`src/rtl/sm_ptr_alloc.sv`:
```
// Shared-memory pointer allocator: owns the free-slot FIFO, round-robins one writer
// grant per cycle and takes released pointers back from the FREE path.

package sm;
    localparam int unsigned SM_PTR_W = 8;

    typedef logic [SM_PTR_W-1:0] sm_ptr_t;

    typedef enum logic [1:0] {
        WR_OK           = 2'd0,
        WR_ERR_NO_SPACE = 2'd1
    } sm_code_t;

    typedef struct packed {
        sm_code_t code;
        sm_ptr_t  ptr;
    } sm_res_t;
endpackage

module sm_ptr_alloc #(
    parameter int unsigned NUM_WR = 4,
    parameter int unsigned PTR_W  = sm::SM_PTR_W
) (
    input  logic              clk_i,
    input  logic              rst_n_i,
    input  logic [NUM_WR-1:0] alloc_req_i,
    output logic [NUM_WR-1:0] alloc_ack_o,
    output sm::sm_res_t       alloc_res_o,
    input  logic              free_valid_i,
    input  logic [PTR_W-1:0]  free_ptr_i,
    output logic              free_ready_o,
    output logic              init_done_o,
    output logic [PTR_W:0]    free_cnt_o,
    output logic              free_ovf_o
);

    localparam int unsigned DEPTH = 2 ** PTR_W;
    localparam int unsigned CNT_W = PTR_W + 1;
    localparam int unsigned IDX_W = (NUM_WR > 1) ? $clog2(NUM_WR) : 1;

    typedef enum logic {
        ST_INIT = 1'b0,
        ST_RUN  = 1'b1
    } state_t;

    state_t              r_state;
    state_t              w_state_nxt;

    logic [PTR_W-1:0]    r_fifo [DEPTH];
    logic [PTR_W-1:0]    r_init_cnt;
    logic [PTR_W-1:0]    r_rd_ptr;
    logic [PTR_W-1:0]    r_wr_ptr;
    logic [CNT_W-1:0]    r_count;
    logic [IDX_W-1:0]    r_prio;
    logic [NUM_WR-1:0]   r_ack;
    sm::sm_res_t         r_res;
    logic                r_free_ready;
    logic                r_init_done;
    logic                r_ovf;

    logic                w_init_last;
    logic [NUM_WR-1:0]   w_req_m;
    logic                w_gnt_vld;
    logic [IDX_W-1:0]    w_gnt_idx;
    logic [NUM_WR-1:0]   w_grant;
    logic                w_pop;
    logic                w_push;
    logic                w_ovf_set;
    logic [CNT_W-1:0]    w_count_nxt;
    sm::sm_res_t         w_res;

    // Writer index `off` positions after `base`, wrapping at NUM_WR.
    function automatic logic [IDX_W-1:0] f_rr_idx(input logic [IDX_W-1:0] base,
                                                  input int unsigned      off);
        return IDX_W'((32'(base) + off) % NUM_WR);
    endfunction

    always_ff @(posedge clk_i or negedge rst_n_i) begin
        if (!rst_n_i) begin
            r_state <= ST_INIT;
        end else begin
            r_state <= w_state_nxt;
        end
    end

    always_comb begin
        w_state_nxt = r_state;
        w_init_last = (r_init_cnt == PTR_W'(DEPTH - 1));
        w_req_m     = alloc_req_i & ~r_ack;
        w_gnt_vld   = 1'b0;
        w_gnt_idx   = '0;
        w_grant     = '0;
        w_pop       = 1'b0;
        w_push      = 1'b0;
        w_ovf_set   = 1'b0;
        w_count_nxt = r_count;
        w_res       = '0;

        case (r_state)
            ST_INIT: begin
                if (w_init_last) begin
                    w_state_nxt = ST_RUN;
                    w_count_nxt = CNT_W'(DEPTH);
                end
            end
            ST_RUN: begin
                // The writer seeing its ack this cycle still holds req; skip it.
                for (int unsigned i = 0; i < NUM_WR; i++) begin
                    if (!w_gnt_vld && w_req_m[f_rr_idx(r_prio, i)]) begin
                        w_gnt_vld = 1'b1;
                        w_gnt_idx = f_rr_idx(r_prio, i);
                    end
                end
                if (w_gnt_vld) begin
                    w_grant = NUM_WR'(1) << w_gnt_idx;
                end
                w_pop     = w_gnt_vld && (r_count != '0);
                w_push    = free_valid_i && r_free_ready;
                w_ovf_set = free_valid_i && (r_count == CNT_W'(DEPTH));
                w_count_nxt = r_count + CNT_W'(w_push) - CNT_W'(w_pop);
                if (w_gnt_vld) begin
                    // An empty list still acks, but never bypasses a same-cycle release.
                    if (w_pop) begin
                        w_res.code = sm::WR_OK;
                        w_res.ptr  = sm::sm_ptr_t'(r_fifo[r_rd_ptr]);
                    end else begin
                        w_res.code = sm::WR_ERR_NO_SPACE;
                        w_res.ptr  = '0;
                    end
                end
            end
            default: begin
                w_state_nxt = ST_INIT;
            end
        endcase
    end

    always_ff @(posedge clk_i or negedge rst_n_i) begin
        if (!rst_n_i) begin
            r_init_cnt   <= '0;
            r_rd_ptr     <= '0;
            r_wr_ptr     <= '0;
            r_count      <= '0;
            r_prio       <= '0;
            r_ack        <= '0;
            r_res        <= '0;
            r_free_ready <= 1'b0;
            r_init_done  <= 1'b0;
            r_ovf        <= 1'b0;
        end else begin
            if (r_state == ST_INIT) begin
                r_init_cnt <= r_init_cnt + PTR_W'(1);
            end
            if (w_gnt_vld) begin
                r_prio <= f_rr_idx(w_gnt_idx, 1);
            end
            if (w_pop) begin
                r_rd_ptr <= r_rd_ptr + PTR_W'(1);
            end
            if (w_push) begin
                r_wr_ptr <= r_wr_ptr + PTR_W'(1);
            end
            if (w_ovf_set) begin
                r_ovf <= 1'b1;
            end
            r_ack        <= w_grant;
            r_res        <= w_res;
            r_count      <= w_count_nxt;
            r_free_ready <= (w_state_nxt == ST_RUN) && (w_count_nxt < CNT_W'(DEPTH));
            r_init_done  <= (w_state_nxt == ST_RUN);
        end
    end

    // Slot storage: identity fill during INIT, released pointers at the tail afterwards.
    always_ff @(posedge clk_i) begin
        if (r_state == ST_INIT) begin
            r_fifo[r_init_cnt] <= r_init_cnt;
        end else if (w_push) begin
            r_fifo[r_wr_ptr] <= free_ptr_i;
        end
    end

    assign alloc_ack_o  = r_ack;
    assign alloc_res_o  = r_res;
    assign free_ready_o = r_free_ready;
    assign init_done_o  = r_init_done;
    assign free_cnt_o   = r_count;
    assign free_ovf_o   = r_ovf;

endmodule

```
`config.mk`:
```
export PLATFORM = sky130hd
export DESIGN_NAME = sm_ptr_alloc
export DESIGN_NICKNAME = d
export VERILOG_FILES = /design/src/rtl/sm_ptr_alloc.sv
export SDC_FILE = /design/constraint.sdc
export NUM_CORES = 2
export LEC_CHECK = 0
export CAP_MARGIN = 20
export CORE_MARGIN = 2
export CORE_UTILIZATION = 45
export CTS_CLUSTER_SIZE = 25
export DETAILED_ROUTE_END_ITERATION = 10
export SLEW_MARGIN = 25
export SYNTH_ARGS = -nofsm -noshare
export SYNTH_HDL_FRONTEND = slang
export SYNTH_SLANG_ARGS = --single-unit
export TNS_END_PERCENT = 20
```
`constraint.sdc`:
```
create_clock -name clk_i -period 27.4 [get_ports clk_i]
set_input_delay 4.11 -clock clk_i [delete_from_list [all_inputs] [get_ports clk_i]]
set_output_delay 4.11 -clock clk_i [all_outputs]
set_load 0.02 [all_outputs]
```
# --- After elaboration in Yosys (flattened, before gate mapping) ---
# Memories as Yosys holds them, arrays and structs flattened.
# Index checks and enable logic that the tools add are counted.
totals:
  n_memories: 1
  output_inout_bits: 26
  reg_bits: 52
  elab_cells: 86
  in_bits: 15
  ram_bits: 2048
classes:
  bitwise: 3
  n_addsub: 9
  order_cmp: 5
  eq_ne: 2
  n_reduce_logical: 12
  n_shift: 1
  muxes: 42
mem_list:
  columns: ["name", "words", "word_bits", "read_ports", "rd_ports_with_merged_regs", "wr", "line", "source"]
  rows:
  - ["r_fifo", 256, 8, 1, 0, 1, "49", "logic [PTR_W-1:0] r_fifo [DEPTH];"]
ops:
  columns: ["op", "count"]
  rows:
  - ["$mux 9", 4]
  - ["$add 8x1->8 const B", 3]
  - ["$mux 1", 23]
  - ["$pmux 9 s2", 1]
  - ["$mux 8", 2]
  - ["$lt 2x3->1 const B", 4]
  - ["$mux 2", 6]
  - ["$add 9x1->9", 1]
  - ["$eq 9x9->1 const B", 1]
  - ["$lt 9x9->1 const B", 1]
  - ["$reduce_bool 9->1", 1]
  - ["$sub 9x1->9", 1]
  - ["$bmux 1 s2", 4]
  - ["$eq 8x8->1 const B", 1]
  - ["$mux 4", 2]
  - ["$reduce_or 8->1", 1]
  - ["$logic_and 1x1->1", 7]
  - ["$add 2x1->2 const B", 2]
  - ["$add 2x2->2 const B", 2]
  - ["$and 4x4->4", 1]
  - ["$not 4->4", 1]
  - ["$shl 1x2->4 const A", 1]
  - ["$logic_not 1->1", 3]
  - ["$not 1->1", 1]

# --- Longest topological paths before layout ---
logic_depth:
  word_depth: 23
  mapped_depth: 16
  depth_no_buf: 16

# --- Least setup slack after synthesis ---
# OpenSTA, ideal clock, no wires.
synth_timing:
  path_type: "input to register"
  from: "input free_valid_i"
  to: "memory r_fifo[0][1] in the netlist's numbering, data pin"
  slack_ps: 10463
  n_path_buf: 3
  arrival_ps: 14748
  stages: 5
  setup_ps: 2189
  required_ps: 25211
  path_cell_list: "and3_1 buf_1 clkbuf_1 buf_1 o21ai_0"
synth_between:
  elab_chain_len: 7
synth_lines:
  columns: ["item", "line", "source"]
  rows:
  - ["from (decl)", "29", "input logic free_valid_i,"]
  - ["$logic_and 1x1->1", "118", "w_push = free_valid_i && r_free_ready;"]
  - ["$mux 1", "99", "case (r_state)"]
  - ["$mux 1", "178", "end else if (w_push) begin"]
  - ["$mux 1", "176", "if (r_state == ST_INIT) begin"]
  - ["$mux 1 (not written as such)", "179", "r_fifo[r_wr_ptr] <= free_ptr_i;"]
  - ["$reduce_or 8->1 (no line)", null, null]
  - ["$mux 8 (no line)", null, null]
  - ["to (decl)", "49", null]
# Every way passes these cells.

# --- Worst setup path in the final report ---
layout_timing:
  from: "input free_valid_i"
  to: "memory r_fifo[173][4] in the netlist's numbering, data pin"
# Same word-level chain as after synthesis.

==> results.yml <==
run_status:
  status: "finished clean"
finish:
  fin_nets: 4175
  multi_input_area_sq_um: 18200
  fillers: 14400
  mostFrequentLayoutCells: "edfxtp_1, mux4_2, nor2_1"
  final_common_cell: "edfxtp_1"
  area_growth_pct: 11.5
  final_util_pct: 50.4
  seqCellArea_sq_um: 62800
  drive_gt1_share_pct: 20.9
floorplan:
  die_x_um: 432
  die_y_um: 432
  fp-row-count: 157
  io_pins: 41
  dieArea_sq_um: 187000
  start_util_pct: 45.2
  coreArea_sq_um: 182000
global_routing:
  grtUsageMet1_pct: 34.0
  grtUsageMet2_pct: 36.9
  grt_overflow: 0
  antenna_found_initial: 3
  grt_max_degree: 165
  grt_pass1_wl_mm: 316
  grt_pass1_vias: 41000
  grtUsageTotal_pct: 24.0
  grt_use_met3_pct: 5.01
  busiest_layer: "met2"
yosys:
  synth-edff-count: 2048
  synthDominantCellAreaShare_pct: 74.6
  ys_types: 91
  synth.largest_area_cell: "edfxtp_1"
  ys_ff_latch: 2099
  synth-async-reset-ratio_pct: 2.43
  yosysSeqAreaShare_pct: 76.1
  yosys_warnings: 0
  synth_nets: 4060
  synth_ff_type: "edfxtp_1"
  synth_area_leaders: "edfxtp_1, mux4_2, mux2i_1"
  synth_area_per_cell_sq_um: 20.5
  postSynthCellCount: 4029
  netlist_area_sq_um: 82500
sta:
  tns_ns: 0
  fin_crit_sh_pct: 27.5
  finalClockSkew_ns: 0.0381
  timing.final.crit_period_ns: 7.54
  setup_viol: 0
  fmax_ghz: 0.133
  worst_pin_slew_ns: 1.14
  slew_violations: 0
  relSlewSlack_pct: 24.0
  final_hold_viol_count: 0
  rsz0062_at_grt: "false"
critical_path:
  critPathMaxStageDelay_ns: 0.86
  cp_slowest_cell: "buf_4"
  cp.arrival_ns: 8.01
  path_max_fanout: 80
  crit_path_end_kind: "register"
  start_kind: "primary input"
  crit_family: "buffers and inverters"
  crit_type: "in -> reg"
  crit_buf_inv: 3
  cp_cell_sequence: "clkdlybuf4s50_1, and3_1, nand2_1, nand2_4, buf_4, buf_4"
  worstPathRequired_ns: 27.88
  crit_top_cell: "buf_4"
pwr:
  peakVddDrop_mv: 0.0550
  p_per_area_nw_per_um2: 68.3
  design_power_total_mw: 6.28
  power.static_leakage_nw: 24.8
clock_tree:
  worstSkewPairLatency_ns: 0.85
  ctsHoldBuffers: 0
  cts.sinks: 2099
  cts_resized: 0
  cts_tree: "yes"
  post_cts.repair.setup_buffers: 0
  cts_buffers: 210
  clockRootBuffer: "clkbuf_16"
  htree_levels: 4
  clk_pin_slew_ns: 0.06
  cts_buffer_depth: 3
drt:
  wire_per_inst_um: 33.2
  ant_nets: 0
  vias_per_cell: 6.19
  vias: 41500
  wirelength_mm: 223
  drc: 0
  drt_iter0_markers: 5415
  first_pass_iters: 6
flow_run:
  drv_cap: 0
placement:
  io_buffers: 39
  dp_hpwl_mm: 133
  gp_congestion: 0.875
min_path:
  hold_path_class: "reg -> reg"
==> power breakdown <==
| part | switching [mW] | leakage (nW) | total [mW] | internal, mW |
|---|---|---|---|---|
| registers | 0 | 16.8 | 3.47 | 3.47 |
| logic | 0.00352 | 4.71 | 0.00593 | 0.00241 |
| clock network | 1.23 | 3.28 | 2.81 | 1.58 |
| total | 1.24 | 24.8 | 6.28 | 5.05 |
==> flip-flops by register name, indices dropped and copies added, names as in the netlist, 2 cells and up <==
| register | count |
|---|---|
| alloc_ack_o | 4 |
| r_init_cnt | 8 |
| free_cnt_o | 9 |
| r_prio | 2 |
| alloc_res_o | 9 |
| r_wr_ptr | 8 |
| r_fifo | 2048 |
| r_rd_ptr | 8 |
==> through the flow <==
step                std cells  worst slack [ns]  hold WS (ns)  cell area, sq um
floorplan                4029             10.46         0.467             82500
global placement         6317             19.14         0.461             85200
detailed placement       6317             19.07         0.459             85200
CTS                      6697             19.93         0.473             91900
global route             6698             19.64         0.483             91900
finish                   6702             19.86         0.468             91900
==> final cells by class <==
cell class	instances	share of cell area, %
sequential	2099	68.3
antenna	5	0.0136
multi-input combinational	1679	19.7
clock inverter	131	1.38
tap	2385	3.25
timing repair buffer	136	1.31
clock buffer	249	5.93
inverter	18	0.0762
==> path summary, 6_finish.rpt <==
kind / cells after the start / startpoint / slack, ns / to
worst max-delay path: 6 / free_valid_i / 19.86 / r_fifo[173][4]$_DFFE_PP_
worst min register to register: 1 / free_ovf_o$_DFFE_PN0P_ / 0.47 / free_ovf_o$_DFFE_PN0P_
worst min-delay path: 1 / free_ovf_o$_DFFE_PN0P_ / 0.47 / free_ovf_o$_DFFE_PN0P_
min in group asynchronous: 2 / rst_n_i / 3.43 / free_ovf_o$_DFFE_PN0P_
max in group asynchronous: 2 / rst_n_i / 23.29 / r_rd_ptr[2]$_DFFE_PN0P_
worst max register to register: 10 / r_rd_ptr[1]$_DFFE_PN0P_ / 21.21 / alloc_res_o[6]$_DFF_PN0_
==> cells by family after synthesis <==
group	after synthesis	synth area share, %
AO/OA/AOI/OAI	419	3.60
adder cells (fa/ha/maj)	16	0.252
other	1	0.00455
multiplexers	629	14.5
AND/OR/NAND/NOR	585	3.12
buffers and inverters	251	2.10
XOR/XNOR	29	0.308
flip-flops	2099	76.1
==> cells in the mapped netlist (all sizes together) (5+ instances only) <==
master	number
xor2	8
mux2i	170
nor2	300
mux4	448
a22oi	75
o221ai	27
nand2	140
a21oi	91
ha	15
nand3b	13
nor2b	19
dfrtp	51
and2	5
edfxtp	2048
o31ai	6
buf	140
xnor2	21
inv	16
o211ai	8
nand2b	15
nor3	21
nand3	24
nand4	13
a21o	5
a221oi	29
o21bai	5
or3	8
o21ai	52
and3	5
o22ai	26
and4	6
a211oi	11
a31oi	6
mux2	11
a22o	29
clkbuf	93
==> metal layers <==
metal / routed length, um / up-vias / part of all wire [%]
li1: - / 16900 / -
met1: 90600 / 22100 / 41
met2: 104000 / 2108 / 47
met3: 19300 / 374 / 8.7
met4: 8490 / 2 / 3.8
met5: 13 / - / 0.0058
Note: power is estimated with default switching activity, not from simulation.
